<file path="src/rtl/ws2812b_strip_ctrl.sv">
`default_nettype none
// ============================================================================
//  Module      : ws2812b_strip_ctrl
//  Description : Frame sequencer for a single WS2812B chain. Walks the pixel
//                RAM from address 0 to len-1 and reorders each RGB word into
//                the driver's LSB-first GRB bit order. Each word is handed to
//                the bit-level driver through an enable/done handshake. After
//                the last pixel a latch gap is enforced before frame_done.
//                Optional macro WS2812B_BRIGHTNESS_EN adds a global
//                brightness input that scales every channel.
//  Revision    : 1.0 - initial release
// ============================================================================
module ws2812b_strip_ctrl #(
  parameter int NUM_LEDS     = 64,
  parameter int ADDR_W       = 6,
  parameter int LATCH_CYCLES = 2600
) (
  input  logic              clk,
  input  logic              reset,
  input  logic              start,
  input  logic [ADDR_W:0]   len,
`ifdef WS2812B_BRIGHTNESS_EN
  input  logic [7:0]        brightness,
`endif
  output logic              busy,
  output logic              frame_done,
  output logic [ADDR_W-1:0] mem_addr,
  output logic              mem_rd,
  input  logic [23:0]       mem_rdata,
  output logic [23:0]       drv_data,
  output logic              drv_enable,
  input  logic              drv_done
);

  localparam int                  c_latch_w    = $clog2(LATCH_CYCLES + 1);
  localparam logic [ADDR_W:0]     c_num_leds   = (ADDR_W + 1)'(NUM_LEDS);
  localparam logic [c_latch_w-1:0] c_latch_last = c_latch_w'(LATCH_CYCLES - 1);

  typedef enum logic [2:0] {
    S_IDLE      = 3'd0,
    S_FETCH     = 3'd1,
    S_CAPTURE   = 3'd2,
    S_LOAD      = 3'd3,
    S_WAIT_LOW  = 3'd4,
    S_WAIT_HIGH = 3'd5,
    S_LATCH     = 3'd6,
    S_DONE      = 3'd7
  } state_t;

  state_t               state_q;
  logic [ADDR_W-1:0]    index_q;
  logic [ADDR_W:0]      count_q;
  logic [c_latch_w-1:0] latch_q;
  logic                 busy_q;
  logic                 frame_done_q;
  logic                 mem_rd_q;
  logic                 drv_enable_q;
  logic [23:0]          drv_data_q;

  logic [ADDR_W:0]      count_d;
  logic [23:0]          drv_data_d;
  logic [7:0]           red_s;
  logic [7:0]           grn_s;
  logic [7:0]           blu_s;
  logic [23:0]          grb_s;
  logic                 last_pixel;

`ifdef WS2812B_BRIGHTNESS_EN
  logic [7:0]           bright_q;

  // c*(b+1)>>8: b=255 is an exact pass-through, b=0 blanks the channel
  function automatic logic [7:0] scale8(input logic [7:0] c, input logic [7:0] b);
    logic [15:0] prod;
    prod = {8'd0, c} * ({8'd0, b} + 16'd1);
    return prod[15:8];
  endfunction
`endif

  // Pixel count for the frame, clamped to the RAM depth
  always_comb begin
    count_d = (len > c_num_leds) ? c_num_leds : len;
  end

  // Channel scaling and GRB reorder; bit-reversal makes the LSB-first driver emit G7 first
  always_comb begin
`ifdef WS2812B_BRIGHTNESS_EN
    red_s = scale8(mem_rdata[23:16], bright_q);
    grn_s = scale8(mem_rdata[15:8],  bright_q);
    blu_s = scale8(mem_rdata[7:0],   bright_q);
`else
    red_s = mem_rdata[23:16];
    grn_s = mem_rdata[15:8];
    blu_s = mem_rdata[7:0];
`endif
    grb_s      = {grn_s, red_s, blu_s};
    drv_data_d = {<<{grb_s}};
  end

  assign last_pixel = (({1'b0, index_q} + 1'b1) == count_q);

  // Frame sequencer; all outputs are registered and set on the edge entering each phase
  always_ff @(posedge clk) begin
    if (reset) begin
      state_q      <= S_IDLE;
      index_q      <= '0;
      count_q      <= '0;
      latch_q      <= '0;
      busy_q       <= 1'b0;
      frame_done_q <= 1'b0;
      mem_rd_q     <= 1'b0;
      drv_enable_q <= 1'b0;
      drv_data_q   <= '0;
`ifdef WS2812B_BRIGHTNESS_EN
      bright_q     <= '0;
`endif
    end else begin
      frame_done_q <= 1'b0;
      mem_rd_q     <= 1'b0;
      case (state_q)
        S_IDLE: begin
          if (start) begin
            if (len == '0) begin
              state_q <= S_DONE;
            end else begin
              count_q  <= count_d;
              index_q  <= '0;
              busy_q   <= 1'b1;
              mem_rd_q <= 1'b1;
`ifdef WS2812B_BRIGHTNESS_EN
              bright_q <= brightness;
`endif
              state_q  <= S_FETCH;
            end
          end
        end
        S_FETCH: begin
          state_q <= S_CAPTURE;
        end
        S_CAPTURE: begin
          drv_data_q   <= drv_data_d;
          drv_enable_q <= 1'b1;
          state_q      <= S_LOAD;
        end
        S_LOAD: begin
          if (drv_done) begin
            drv_enable_q <= 1'b0;
            state_q      <= S_WAIT_LOW;
          end
        end
        S_WAIT_LOW: begin
          if (!drv_done) begin
            state_q <= S_WAIT_HIGH;
          end
        end
        S_WAIT_HIGH: begin
          if (drv_done) begin
            if (last_pixel) begin
              latch_q <= '0;
              state_q <= S_LATCH;
            end else begin
              index_q  <= index_q + 1'b1;
              mem_rd_q <= 1'b1;
              state_q  <= S_FETCH;
            end
          end
        end
        S_LATCH: begin
          if (latch_q == c_latch_last) begin
            state_q <= S_DONE;
          end else begin
            latch_q <= latch_q + 1'b1;
          end
        end
        S_DONE: begin
          frame_done_q <= 1'b1;
          busy_q       <= 1'b0;
          state_q      <= S_IDLE;
        end
        default: begin
          state_q <= S_IDLE;
        end
      endcase
    end
  end

  assign busy       = busy_q;
  assign frame_done = frame_done_q;
  assign mem_addr   = index_q;
  assign mem_rd     = mem_rd_q;
  assign drv_data   = drv_data_q;
  assign drv_enable = drv_enable_q;

endmodule
`default_nettype wire

</file>
<file path="config.mk">
export PLATFORM = sky130hd
export DESIGN_NAME = ws2812b_strip_ctrl
export DESIGN_NICKNAME = d
export VERILOG_FILES = /design/src/rtl/ws2812b_strip_ctrl.sv
export SDC_FILE = /design/constraint.sdc
export NUM_CORES = 1
export LEC_CHECK = 0
export ABC_AREA = 1
export CORE_MARGIN = 2
export CORE_UTILIZATION = 50
export DETAILED_ROUTE_END_ITERATION = 7
export PLACE_DENSITY = 0.81
export SLEW_MARGIN = 20
export SYNTH_ARGS = -nofsm -noshare
export SYNTH_HDL_FRONTEND = slang
export SYNTH_SLANG_ARGS = --single-unit
export TNS_END_PERCENT = 5
</file>
<file path="constraint.sdc">
create_clock -name clk -period 1.9 [get_ports clk]
set_input_delay 0.475 -clock clk [delete_from_list [all_inputs] [get_ports clk]]
set_output_delay 0.475 -clock clk [all_outputs]
set_load 0.03 [all_outputs]
</file>
Yosys cells after proc, flatten, opt, wreduce, memory -nomap -nowiden
Index checks and enable logic that the tools add are counted.
{"block": "totals", "ff_bits": 56, "inputBits": 35, "out_inout_bits": 34, "wordCells": 73}
{"block": "classes", "addsub": 3, "magnitude_cmp": 1, "eq_ne": 18, "n_mux": 29, "bitwise_logic": 1, "reduce_logical": 12}
{"op": "12-bit 2-to-1 mux", "count": 3}
{"op": "6-bit 2-to-1 mux", "count": 4}
{"op": "12-bit case mux with 2 select lines", "count": 1}
{"op": "3-bit case mux with 8 select lines", "count": 1}
{"op": "3-bit 2-to-1 mux", "count": 7}
{"op": "2-bit != test (second input constant)", "count": 9}
{"op": "12-bit by 1-bit adder with 12-bit output (second input constant)", "count": 1}
{"op": "12-bit equality test (second input constant)", "count": 1}
{"op": "3-bit equality test (second input constant)", "count": 4}
{"op": "6-bit case mux with 2 select lines", "count": 1}
{"op": "5-bit AND reduction", "count": 2}
{"op": "1-bit 2-to-1 mux", "count": 8}
{"op": "2-bit nonzero test", "count": 4}
{"op": "6-bit by 1-bit adder with 7-bit output (second input constant)", "count": 1}
{"op": "7-bit equality test", "count": 1}
{"op": "7-bit > comparator (second input constant)", "count": 1}
{"op": "7-bit zero test", "count": 1}
{"op": "7-bit 2-to-1 mux", "count": 1}
{"op": "6-bit by 1-bit adder with 6-bit output (second input constant)", "count": 1}
{"op": "3-bit by 2-bit equality test with 1-bit output (second input constant)", "count": 2}
{"op": "1-bit case mux with 2 select lines", "count": 3}
{"op": "3-bit AND reduction", "count": 2}
{"op": "4-bit AND reduction", "count": 1}
{"op": "3-bit by 1-bit equality test with 1-bit output (second input constant)", "count": 1}
{"op": "3 further kinds", "count": 3}

Longest topological paths before layout
{"block": "depth", "depth_word": 5, "depth_mapped": 13}

Worst setup path after synthesis
OpenSTA, ideal clock, no wires.
{"block": "synth_timing", "path_type": "reg-to-reg", "startpoint": "register index_q[1], in the netlist mem_addr[1]", "endpoint": "register latch_q[9]", "arrival_time_ns": 1.801, "required_ns": 1.768, "slack_ns": -0.033, "path_stages_with_launch": 12, "synth_period_minus_slack_ns": 1.933, "path_cell_list": "dfxtp_1 > ha_1 > nand2_1 > nor2_2 > nand2_1 > nand2_2 > nand3_1 > nor2_2 > nand4_2 > buf_6 > nand3_1 > a21oi_1"}
{"block": "synth_via", "elab_chain_cells": 4}
{"element": "start: declaration", "line_no": "51", "rtl": "logic [ADDR_W-1:0] index_q;"}
{"element": "start signal: assignment", "line_no": "161", "rtl": "index_q <= index_q + 1'b1;"}
{"element": "6-bit by 1-bit adder with 7-bit output", "line_no": "99", "rtl": "assign last_pixel = (({1'b0, index_q} + 1'b1) == count_q);"}
{"element": "7-bit equality test", "line_no": "99"}
{"element": "2-bit != test (no source line)"}
{"element": "4-bit AND reduction (no source line)"}
{"element": "end signal: assignment", "line_no": "171", "rtl": "latch_q <= latch_q + 1'b1;"}
{"element": "end: declaration", "line_no": "53", "rtl": "logic [c_latch_w-1:0] latch_q;"}
No other way between the ends.
A chain may end at the register's enable or synchronous reset.

Worst setup path after layout
{"block": "layout_timing", "startpoint": "register index_q[1], in the netlist mem_addr[1]", "endpoint": "output port mem_addr[1]"}
{"element": "end: declaration", "line_no": "27", "rtl": "output logic [ADDR_W-1:0] mem_addr,"}
No word-level cell between the ends.

==> parameters.txt <==
Parameter                              Value

Status
  Result of the run    finished clean

Power and ir drop
  Power Density    1100 nW/um^2
  Worst supply voltage drop on vdd    882 uV
  Total Power Consumption    4.22 mW
  Leakage    1.52 nW

Worst hold path
  Sink of the worst hold path    drv_data[5]
  Worst Hold Depth    2
  Worst hold path type    reg -> reg
  Launch instance of the worst min-delay path    drv_data[5]

STA
  Time the final worst path needs with I/O delays and setup    1.84 ns
  Highest clock frequency the design can meet    543 MHz
  Number of setup violations in the final report    0
  Setup repair after global routing missed its margin    yes
  Share of the clock period used by the worst path    97.0%
  Clock skew    0.00452 ns
  Setup tns final    0 ns
  Max-slew violation total from the final report    0
  Actual slew at the worst max-slew pin    0.333 ns
  Normalized max-slew margin    77.5%
  Number of endpoints with negative hold slack in the final report    0

CTS
  TritonCTS clock tree    done
  Number of buffers inserted during clock tree synthesis    5
  Total clock sinks    56
  Clock Path Buffers    2
  Library cell used as clock root buffer    clkbuf_8
  Cts-stage hold buffer count    0
  Clk slew on worst S/H paths    0.10 ns
  Total number of H-tree levels    2
  Skew-Pair Late Insertion Delay    0.30 ns

Global routing
  M1 GR Usage    27.3%
  GR Util met3    7.58%
  Number of global-route vias before repair    2,608
  Global-route wire length before repair    11,400 microns
  Met2 Track Usage GR    38.0%
  Combined global-route utilization of all metal layers    22.6%
  Total congestion overflow    0
  Largest net degree at the start of global routing    51
  Global-route layer with the greatest usage    met2
  Initial antenna violation count    0

Synthesis
  Compound-cell area share of the yosys netlist    17.3%
  Sequential cell area fraction in the yosys report    39.3%
  Most frequently used cell type in the post-synthesis netlist    inv_1
  Netlist Area Pre-Place    2850 sq um
  Top post-synthesis cells by area    dfxtp_1 39%, a21oi_1 9.3%, inv_1 8.6%
  Primary flip-flop cell chosen by synthesis mapping    dfxtp_1
  Library cell with the largest summed area after synthesis    dfxtp_1
  Net Count, Synth    443
  Flip-flop and latch count after synthesis    56
  Area share of and/or/nand/nor cells after synthesis    29.4%
  Count of warnings emitted by yosys    0
  Share of Yosys cell area claimed by the top area cell type    39.3%
  XOR/XNOR Fraction of Synth Area    1.54%
  Number of enable flip-flop cells after synthesis    0
  Adder-cell share of the synthesized area    0.878%
  Combinational family with the most area after synthesis    simple AND/OR/NAND/NOR gates
  Most instantiated cells after synthesis    65 x inv_1, 62 x nand2_1, 56 x dfxtp_1
  Multiplexer share of the synthesized area    0%
  Post-synthesis cell type count    37
  Gate count after technology mapping    406
  Fraction of synthesis flops using an asynchronous set or reset pin    0%
  Avg Synthesized Cell Area    7.02 sq um

Cells and area
  Layout cells sized above 1    10.4%
  Fill cell instance count of the final layout    458
  Layout Nets    520
  Diodes inserted    0
  Number of cells in the finished layout apart from fillers    555
  Area added between synthesis and finish    34.8%
  Post-layout utilization of the core    69.8%
  Post-route cell area    3840 sq um

Die
  Die Span X    79.5 microns
  Num rows    27
  Initial core utilization    51.8%
  I/O pin total    69
  Standard cell core area    5510 sq um
  Die Y-Extent    79.5 microns
  DIE AREA    6320 sq um

Place
  HPWL after detailed placement    4940 microns
  Port-buffer cells    68
  Post-detailed-placement cell area    3690 sq um
  Gp weighted congestion    0.878
  Placed insts    546

Detailed routing
  Iteration count of the initial detailed-routing pass    4
  Detail-routed via count per cell    5.20
  Starting DRC count in detailed routing    162
  Antenna-violating nets left    0
  Wire per inst    12.1 microns
  Remaining design rule violation count    0
  Vias    2,888
  Final routed wirelength across all metal layers    6720 microns

Flow run
  Max-capacitance violation count    0

Worst setup path
  Startpoint type of the worst setup path    register
  WP data required    1.42 ns
  CP endpoint kind    output pin
  Reg-to-reg startpoint    latch_q[1]
  Worst path max stage delay    0.69 ns
  Crit path kind    reg -> out
  Critical path buffer and inverter count    1
  Slowest library cell on the worst path    clkdlybuf4s50_1
  Reg2reg setup slack    0.12 ns
  Largest fanout on the critical path    5
  Capture instance of the worst register-to-register path    latch_q[9]
  Cells along the critical path    clkdlybuf4s50_1
  Worst Path Arrival    1.37 ns
  Number of cells on the worst reg-to-reg path    9
  Family with the most delay on the worst path    buffers and inverters
-- state kept, by name (all words and copies together), names as in the netlist --
| name | flops |
|---|---|
| count_q | 7 |
| mem_rd | 1 |
| drv_enable | 1 |
| busy | 1 |
| mem_addr | 6 |
| frame_done | 1 |
| latch_q | 12 |
| state_q | 3 |
| drv_data | 24 |
-- worst register-to-register path: cells and delay by family, from the launching register on --
| kind | cells | cell delay, ns |
|---|---|---|
| AOI/OAI and AO/OA | 2 | 0.35 |
| buffers and inverters | 2 | 0.31 |
| and+or+nand+nor | 4 | 0.45 |
| DFF | 1 | 0.37 |
| adders and majority gates | 1 | 0.20 |
-- cells by family (layout without fill, tap and decap cells) --
kind of cell    after synthesis  after routing
xor+xnor                      5              5
fa+ha+maj                     2              2
compound gates               91             91
simple gates                170            170
flops                        56             56
buf+inv                      82            159
-- worst max path at each step --
stage,from,endpoint,slack (ns),cells past startpoint
detailed placement,len[4],count_q[5],-0.05,10
CTS,latch_q[1],state_q[1],0.04,10
global placement,len[5],count_q[5],0.02,10
floorplan,mem_addr[1],latch_q[9],0.11,11
global route,mem_addr[1],mem_addr[5],-0.01,11
finish,mem_addr[1],mem_addr[1],0.06,1
-- metrics by stage --
step	hold slack, ns	setup slack (ns)
after floorplan	0.443	0.109
after global routing	0.466	-0.0108
final	0.446	0.0569
after detailed placement	0.434	-0.0549
after global placement	0.429	0.0175
after CTS	0.447	0.0395
-- report_power, final --
| part | switching (mW) | internal [mW] |
|---|---|---|
| Combinational | 1.05 | 0.698 |
| Sequential | 0.155 | 1.41 |
| Clock | 0.381 | 0.519 |
| Total | 1.59 | 2.63 |
-- metal layers --
layer  wire length, microns  part of all wire (%)
met1                   2890                    43
met2                   3210                    48
met3                    558                   8.3
met4                     63                  0.94
met5                      0                     0
-- what timing repair did --
action,in CTS,in global routing
pin swaps,0,2
setup endpoints to repair,3,22
endpoints found under the hold margin,0,0
setup buffers,0,2
resized for setup,3,6
-- cell usage in the layout (no fill, tap or decap), drive strengths merged --
cell and n:
o31ai 1, nand2 67, xnor2 1, a211oi 1
nor4 1, nor3 1, ha 2, buf 18
a21oi 53, or2 2, o21ai 31, a22oi 1
o311ai 1, clkdlybuf4s50 64, inv 66, bufinv 2
xor2 4, dfxtp 56, nor2 34, o211ai 1
nand4 15, dlymetal6s2s 1, nand3 49, a21boi 1
clkbuf 5, nand3b 1, dlygate4sd2 3, o21bai 1
-- layout make-up --
cell class / instances / area (sq um) / area share [%]
inverter: 66 / 248 / 6.45
tap: 72 / 90.1 / 2.35
clock inverter: 2 / 60.1 / 1.56
timing repair buffer: 86 / 840 / 21.9
multi-input combinational: 268 / 1410 / 36.7
sequential: 56 / 1130 / 29.3
clock buffer: 5 / 68.8 / 1.79
(Power assumes the default switching activity.)
